## config.mk

```make
export PLATFORM = sky130hd
export DESIGN_NAME = agex_branch_resolver
export DESIGN_NICKNAME = d
export VERILOG_FILES = /design/src/rtl/agex_branch_resolver.sv
export SDC_FILE = /design/constraint.sdc
export NUM_CORES = 1
export LEC_CHECK = 0
export BUFFER_PORTS_ARGS = -buffer_cell sky130_fd_sc_hd__buf_2
export CAP_MARGIN = 40
export CORE_MARGIN = 2
export CORE_UTILIZATION = 35
export DETAILED_ROUTE_END_ITERATION = 8
export GPL_TIMING_DRIVEN = 0
export PLACE_DENSITY_LB_ADDON = 0.25
export SLEW_MARGIN = 20
export SYNTH_ARGS = -nofsm -noshare
export SYNTH_HDL_FRONTEND = slang
export SYNTH_SLANG_ARGS = --single-unit
```

## constraint.sdc

```tcl
create_clock -name clk -period 3.2 [get_ports clk]
set_input_delay 0.8 -clock clk [delete_from_list [all_inputs] [get_ports clk]]
set_output_delay 0.8 -clock clk [all_outputs]
set_load 0.03 [all_outputs]
```

## src/rtl/agex_branch_resolver.sv

```systemverilog
// Execute-stage branch resolver: computes branch outcome, redirects fetch on mispredict,
// and queues predictor training records. Optional statistics counters under BR_STATS_EN.
module agex_branch_resolver #(
   parameter int unsigned DBITS         = 32,
   parameter int unsigned BPBITS        = 8,
   parameter int unsigned UPD_DEPTH     = 4,
   parameter int unsigned SQUASH_CYCLES = 2
) (
   input  logic              clk,
   input  logic              reset,
   input  logic              br_valid,
   input  logic [2:0]        br_op,
   input  logic [DBITS-1:0]  br_pc,
   input  logic [DBITS-1:0]  br_rs1,
   input  logic [DBITS-1:0]  br_rs2,
   input  logic [DBITS-1:0]  br_imm,
   input  logic [BPBITS-1:0] br_pht_idx,
   input  logic [DBITS-1:0]  br_pred_target,
   output logic              stall_out,
   output logic              redirect_valid,
   output logic [DBITS-1:0]  redirect_pc,
   output logic              branch_invalid,
   output logic              upd_valid,
   input  logic              upd_ready,
   output logic              upd_dir,
   output logic [BPBITS-1:0] upd_pht_idx,
   output logic [DBITS-1:0]  upd_target,
   output logic [DBITS-1:0]  upd_pc,
   output logic [31:0]       stat_branches,
   output logic [31:0]       stat_mispred
);

   localparam int unsigned PW = (UPD_DEPTH > 1) ? $clog2(UPD_DEPTH) : 1;
   localparam int unsigned CW = $clog2(UPD_DEPTH + 1);
   localparam int unsigned SW = (SQUASH_CYCLES > 1) ? $clog2(SQUASH_CYCLES) : 1;

   typedef enum logic {S_IDLE, S_SQUASH} state_t;

   typedef struct packed {
      logic              dir;
      logic [BPBITS-1:0] idx;
      logic [DBITS-1:0]  target;
      logic [DBITS-1:0]  pc;
   } upd_rec_t;

   state_t            state_q, state_d;
   logic [SW-1:0]     sq_cnt_q, sq_cnt_d;
   logic              redirect_valid_q, redirect_valid_d;
   logic [DBITS-1:0]  redirect_pc_q, redirect_pc_d;
   logic              branch_invalid_q, branch_invalid_d;
   upd_rec_t          mem_q [UPD_DEPTH];
   upd_rec_t          mem_d [UPD_DEPTH];
   logic [PW-1:0]     wr_ptr_q, wr_ptr_d, rd_ptr_q, rd_ptr_d;
   logic [CW-1:0]     count_q, count_d;

   logic              taken, is_cond, full, pop, push, idle, accept, mispred;
   logic [DBITS-1:0]  target, actual_next;

   always_comb begin
      taken = 1'b1;
      case (br_op)
         3'd0:    taken = (br_rs1 == br_rs2);
         3'd1:    taken = (br_rs1 != br_rs2);
         3'd2:    taken = ($signed(br_rs1) <  $signed(br_rs2));
         3'd3:    taken = ($signed(br_rs1) >= $signed(br_rs2));
         3'd4:    taken = (br_rs1 <  br_rs2);
         3'd5:    taken = (br_rs1 >= br_rs2);
         default: taken = 1'b1;
      endcase
      target      = (br_op == 3'd7) ? ((br_rs1 + br_imm) & ~DBITS'(1)) : (br_pc + br_imm);
      actual_next = taken ? target : (br_pc + DBITS'(4));
      is_cond     = (br_op < 3'd6);
   end

   assign full      = (count_q == CW'(UPD_DEPTH));
   assign upd_valid = (count_q != '0);
   assign pop       = upd_valid && upd_ready;
   assign idle      = (state_q == S_IDLE);
   // A full queue still accepts when the head drains in the same cycle.
   assign accept    = br_valid && idle && !(full && !pop);
   assign stall_out = br_valid && idle && full && !pop;
   assign mispred   = accept && (actual_next != br_pred_target);
   assign push      = accept && is_cond;

   always_comb begin
      state_d  = state_q;
      sq_cnt_d = sq_cnt_q;
      case (state_q)
         S_IDLE:
            if (mispred) begin
               state_d  = S_SQUASH;
               sq_cnt_d = SW'(SQUASH_CYCLES - 1);
            end
         S_SQUASH:
            if (sq_cnt_q == '0) state_d = S_IDLE;
            else                sq_cnt_d = sq_cnt_q - SW'(1);
         default: state_d = S_IDLE;
      endcase
      redirect_valid_d = mispred;
      redirect_pc_d    = mispred ? actual_next : redirect_pc_q;
      branch_invalid_d = (state_d == S_SQUASH);
   end

   always_comb begin
      mem_d    = mem_q;
      wr_ptr_d = wr_ptr_q;
      rd_ptr_d = rd_ptr_q;
      count_d  = count_q;
      if (push) begin
         mem_d[wr_ptr_q] = '{dir: taken, idx: br_pht_idx, target: target, pc: br_pc};
         wr_ptr_d        = wr_ptr_q + PW'(1);
      end
      if (pop) rd_ptr_d = rd_ptr_q + PW'(1);
      case ({push, pop})
         2'b10:   count_d = count_q + CW'(1);
         2'b01:   count_d = count_q - CW'(1);
         default: count_d = count_q;
      endcase
   end

   always_ff @(posedge clk or negedge reset) begin
      if (!reset) begin
         state_q          <= S_IDLE;
         sq_cnt_q         <= '0;
         redirect_valid_q <= 1'b0;
         redirect_pc_q    <= '0;
         branch_invalid_q <= 1'b0;
         wr_ptr_q         <= '0;
         rd_ptr_q         <= '0;
         count_q          <= '0;
         for (int unsigned i = 0; i < UPD_DEPTH; i++) mem_q[i] <= '0;
      end else begin
         state_q          <= state_d;
         sq_cnt_q         <= sq_cnt_d;
         redirect_valid_q <= redirect_valid_d;
         redirect_pc_q    <= redirect_pc_d;
         branch_invalid_q <= branch_invalid_d;
         wr_ptr_q         <= wr_ptr_d;
         rd_ptr_q         <= rd_ptr_d;
         count_q          <= count_d;
         mem_q            <= mem_d;
      end
   end

   assign redirect_valid = redirect_valid_q;
   assign redirect_pc    = redirect_pc_q;
   assign branch_invalid = branch_invalid_q;
   assign upd_dir        = mem_q[rd_ptr_q].dir;
   assign upd_pht_idx    = mem_q[rd_ptr_q].idx;
   assign upd_target     = mem_q[rd_ptr_q].target;
   assign upd_pc         = mem_q[rd_ptr_q].pc;

`ifdef BR_STATS_EN
   logic [31:0] stat_branches_q, stat_branches_d, stat_mispred_q, stat_mispred_d;

   always_comb begin
      stat_branches_d = stat_branches_q;
      stat_mispred_d  = stat_mispred_q;
      if (accept  && (stat_branches_q != '1)) stat_branches_d = stat_branches_q + 32'd1;
      if (mispred && (stat_mispred_q  != '1)) stat_mispred_d  = stat_mispred_q  + 32'd1;
   end

   always_ff @(posedge clk or negedge reset) begin
      if (!reset) begin
         stat_branches_q <= '0;
         stat_mispred_q  <= '0;
      end else begin
         stat_branches_q <= stat_branches_d;
         stat_mispred_q  <= stat_mispred_d;
      end
   end

   assign stat_branches = stat_branches_q;
   assign stat_mispred  = stat_mispred_q;
`else
   assign stat_branches = '0;
   assign stat_mispred  = '0;
`endif

endmodule

```

* Yosys cells after proc, flatten, opt, wreduce, memory -nomap -nowiden
Cells that the tools add are included.
** Word-level totals
- Bits in registers :: 334
- Input bits :: 175
- Logic and storage cells :: 85
** Operators by class
- Add/sub/neg operators :: 8
- Order comparisons :: 8
- Eq/ne operators :: 13
- Multiplexer cells :: 16
- Bitwise operators :: 3
- Reductions and logical operators :: 14
** Operators by type and width (count)
- $bwmux 292 :: 1
- $mux 73 :: 3
- $bmux 73 s2 :: 1
- $demux 73 s2 :: 1
- $add 32x32->32 :: 2
- $ge 32x32->1 :: 2
- $lt 32x32->1 :: 2
- $mux 32 :: 2
- $ne 32x32->1 :: 2
- $add 32x3->32 const B :: 1
- $eq 32x32->1 :: 1
- $eq 3x3->1 const B :: 4
- $logic_and 1x1->1 :: 9
- $eq 3x2->1 const B :: 2
- $ge 3x3->1 const B :: 2
- $not 2->3 :: 2
- $pmux 1 s6 :: 1
- $pmux 3 s2 :: 1
- $add 2x1->2 const B :: 2
- $mux 1 :: 4
- $pmux 1 s2 :: 2
- $add 3x1->3 const B :: 1
- $eq 3x1->1 const B :: 1
- $logic_not 3->1 :: 1
- other kinds (11) :: 12

* Longest topological paths before layout
- Depth after elaboration :: 9
- Mapped depth :: 19
- Depth with buffers taken out :: 17

* Worst setup path after synthesis
Ideal clock, no wire load.
- Path type :: in2reg
- From :: input port br_pc[0]
- To :: register redirect_pc_q[10] (netlist: redirect_pc[10])
- Library setup time :: 125 ps
- Arrival :: 4713 ps
- Required time :: 3075 ps
- Setup slack :: -1638 ps
- Stages on the path :: 18
- Cells stage by stage :: ha_1 inv_1 fa_1 nor2b_1 o2111ai_1 a2111oi_1 o21ai_1 a31o_2 nor3b_1 nor3_1 or4_1 a311o_1 nor4_1 nand4_1 nand2_1 inv_2 buf_6 mux2_4
** On the way
- Word-level cells in the longest chain between the ends :: 5
** Ends and longest elaborated chain
- from (decl) :: line 13 : input logic [DBITS-1:0] br_pc,
- $add 32x32->32 :: line 70 : target = (br_op == 3'd7) ? ((br_rs1 + br_imm) & ~DBITS'(1)) : (br_pc + br_imm);
- $mux 32 :: line 70
- $mux 32 * :: line 71 : actual_next = taken ? target : (br_pc + DBITS'(4));
- $ne 32x32->1 :: line 82 : assign mispred = accept && (actual_next != br_pred_target);
- $logic_and 1x1->1 :: line 82
- to (signal assigned) :: line 136 : redirect_pc_q <= redirect_pc_d;
- to (decl) :: line 49 : logic [DBITS-1:0] redirect_pc_q, redirect_pc_d;
Every way passes the cells marked *; elsewhere a longest branch is shown, timed or not.
A chain may end at the register's enable or synchronous reset.

* Worst setup path in the final report
- From :: input port br_imm[9]
- To :: register redirect_pc_q[3] (netlist: redirect_pc[3])
** On the way
- Word-level cells in the longest chain between the ends :: 5
** Ends and longest elaborated chain
- from (decl) :: line 16 : input logic [DBITS-1:0] br_imm,
- $add 32x32->32 :: line 70
- $mux 32 * :: line 70
- $mux 32 * :: line 71
- $ne 32x32->1 * :: line 82
- $logic_and 1x1->1 * :: line 82
Marks and branches as above.

==> flow_metrics.py <==
metrics = {
    "sta": {
        "hold_viol_final": 0,
        "clock_skew_ns": 0.0126,
        "drv_slew": 0,
        "rsz0062_at_grt": "yes",
        "clock.fmax_mhz": 212,
        "worst_slew_pin_slew_ns": 0.862,
        "worst_slack_ns": -1.51,
        "setup_viol": 40,
        "fin_crit_ns": 4.71,
        "slew_headroom_pct": 42.5,
        "fin_crit_sh_pct": 147,
    },
    "logic_synthesis": {
        "synth_area_leaders": "dfrtp_1 40%, mux2_2 10%, mux4_2 7.9%",
        "netlist_instances": 1970,
        "synth_top_family_by_area": "multiplexers",
        "yosys-top-cells-count": "334 x dfrtp_1, 228 x nand2_1, 186 x mux2_2",
        "yosysSeqAreaShare_pct": 39.9,
        "synth_cell_types": 75,
        "synthMuxAreaShare_pct": 22.0,
        "syn-mean-instance-area_um2": 10.6,
        "ys_ff_latch": 334,
        "yosysTopAreaCell": "dfrtp_1",
        "synthXorXnorAreaFrac_pct": 4.14,
        "netlist_area_um2": 20900,
        "postSynth.asyncResetShare_pct": 100,
        "synth_fa_ha_area_share_pct": 6.21,
        "ys_warn_count": 0,
        "synth-edff-count": 0,
        "synth-simple-area-share_pct": 10.6,
        "synth_top_area_share_pct": 39.9,
        "ys.flop_type": "dfrtp_1",
        "yosysMostFrequentCell": "dfrtp_1",
        "synth_compound_area_share_pct": 11.6,
    },
    "routing": {
        "drt-initial-drc-count": 1139,
        "totalWireLength_mm": 72.0,
        "dr.pass1.iters": 5,
        "wl_per_cell_um": 22.4,
        "ant_nets": 0,
        "vias": 17200,
        "vias_per_cell": 5.34,
        "route.detailed.drc": 0,
    },
    "clocking": {
        "cts-root-buf": "clkbuf_16",
        "cts_tree": "done",
        "cts_max_level": 2,
        "cts.sinks": 334,
        "insertion_delay_ns": 0.54,
        "cts.path.max_buffers": 3,
        "numCtsBuffers": 37,
        "clkTransAtPathRegs_ns": 0.06,
    },
    "pwr": {
        "power.density_nw_per_um2": 876,
        "p_leak_nw": 12.2,
        "fin_total_pwr_mw": 23.7,
        "peakVddDrop_v": 0.000701,
    },
    "floorplan": {
        "io_pins": 348,
        "initial_utilization_pct": 35.5,
        "die_h_um": 249,
        "rows": 89,
        "die_x_um": 249,
        "die-area_um2": 61800,
        "fp.coreArea_um2": 59000,
    },
    "global_routing": {
        "antenna_found_initial": 6,
        "grt_pass1_wl_mm": 107,
        "grt_pass1_vias": 17500,
        "grt_overflow": 0,
        "grt_max_degree": 104,
        "grt.total_usage_pct": 22.7,
    },
    "critical_path": {
        "cp.arrival_ns": 5.13,
        "path_buf_inv": 3,
        "max_stage_delay_ns": 0.56,
        "r2r_setup_slack_ns": 0.07,
        "endpoint": "redirect_pc[3]",
        "path_class": "in2reg",
        "crit_cells": 17,
        "path_cells": "buf_2 -> ha_2 -> a21oi_1 -> o21ai_1 -> and2_2 -> o21ai_1 -> a311oi_2 -> a211oi_1 -> nor3_1 -> or4_1 -> a311o_1 -> nor4_4 -> nand4_1 -> nand2_2 -> inv_8 -> clkbuf_16 -> mux2_4",
        "reg2reg_from": "count_q[1]",
        "ff2ff_path_depth": 9,
        "r2r-end": "mem_q[248]",
        "critical_path.startpoint": "br_imm[9]",
        "cp_common_cell": "o21ai_1",
        "start_kind": "input pin",
        "critPathSlowestCell": "or4_1",
        "path_max_fanout": 7,
        "required_ns": 3.62,
        "critical_path.top_delay_family": "simple AND/OR/NAND/NOR gates",
        "endpoint_kind": "register",
    },
    "finish": {
        "multi_input_area_um2": 12900,
        "fillers": 5625,
        "area_delta_synth_final_pct": 29.5,
        "fin_area_um2": 27100,
        "drive_above_1_share_pct": 40.1,
        "fin_nets": 2690,
        "register_area_um2": 8360,
    },
    "placement": {
        "placed_cell_area_um2": 23900,
        "place.port_buffers": 280,
        "pre_cts_ws_ns": -2.99,
        "gp_congestion": 0.923,
        "dpl.hpwl_mm": 55.6,
    },
    "outcome": {
        "status": "finished, violations left",
        "violations": "negative setup slack",
    },
    "job": {
        "max_cap_viol_count": 0,
    },
    "worst_hold_path": {
        "holdCritPathClass": "in2async",
    },
}
## through the flow
step,cells,setup TNS (ns),utilization [%],hold WS (ns)
6_report,3215,-51.30,45.9,0.180
5_1_grt,3215,-56.27,45.9,0.196
4_1_cts,3192,-49.99,44.8,0.177
3_5_place_dp,3101,-285.99,40.5,0.468
3_3_place_gp,3086,-1945.11,40.2,0.456
2_1_floorplan,2033,-45.01,-,0.445
## where the power goes
part | internal [mW] | switching (mW) | leakage (nW)
logic | 5.18 | 6.86 | 7.52
registers | 6.28 | 1.08 | 4.08
clock network | 2.60 | 1.73 | 0.600
## final cells by class
| type | instances | share of cell area [%] |
|---|---|---|
| Sequential cell | 334 | 30.9 |
| Clock buffer | 54 | 4.00 |
| Buffer | 158 | 3.82 |
| Multi-Input combinational cell | 1468 | 47.6 |
| Tap cell | 773 | 3.57 |
| Inverter | 61 | 0.924 |
| Timing Repair Buffer | 353 | 8.67 |
| Antenna cell | 2 | 0.0185 |
| Clock inverter | 12 | 0.545 |
## cell families (layout without fill, tap and decap cells)
| kind of cell | Yosys count | in the layout |
|---|---|---|
| compound gates | 403 | 403 |
| xor+xnor | 99 | 99 |
| fa+ha+maj | 102 | 102 |
| buf+inv | 231 | 638 |
| flops | 334 | 334 |
| mux | 330 | 330 |
| other cells | 1 | 66 |
| simple gates | 470 | 470 |
## repair_timing
| item | CTS | global route |
|---|---|---|
| endpoints found under the hold margin | 0 | 0 |
| cloned | 2 | 1 |
| buffers inserted | 34 | 19 |
| pin swaps | 32 | 26 |
| setup endpoints to repair | 312 | 196 |
| resized for setup | 226 | 107 |
| hold buffers | 0 | 0 |
## metal layers
metal	part of all wire (%)	vias up	GRT usage [%]
li1	-	7964	-
met1	43	8599	30.0
met2	48	496	37.6
met3	5.0	108	3.61
met4	3.8	2	8.47
met5	0.018	-	0
## how the worst min path moves through the flow
| stage | endpoint | cells past startpoint | startpoint |
|---|---|---|---|
| floorplan | mem_q[105] | 2 | mem_q[105] |
| global placement | mem_q[282] | 2 | mem_q[282] |
| detailed placement | mem_q[61] | 2 | mem_q[61] |
| CTS | mem_q[215] | 1 | reset |
| global route | mem_q[69] | 1 | reset |
| finish | mem_q[69] | 1 | reset |
## sequential cells by signal, indices dropped and copies added (netlist names)
register,cells
mem_q,292
redirect_pc,32
count_q,3
rd_ptr_q,2
wr_ptr_q,2
branch_invalid,1
redirect_valid,1
sq_cnt_q,1
## cell usage in the layout, fill, tap and decap left out, types with 13 or more instances in the layout
cell and instances:
a21o_1 21, a21oi_1 77, a21oi_2 14, and3_1 18
buf_2 267, buf_4 119, buf_6 29, clkbuf_1 49
clkbuf_16 40, conb_1 64, dfrtp_1 334, ha_1 57
ha_4 33, inv_1 47, mux2_2 183, mux2_4 31
mux2i_1 23, mux2i_4 13, mux4_2 73, nand2_1 225
nand3_1 34, nand4_1 24, nor2_1 53, nor3_1 27
o21ai_0 154, xnor2_1 44, xor2_1 48
No activity file was read; power rests on OpenSTA's default activity.
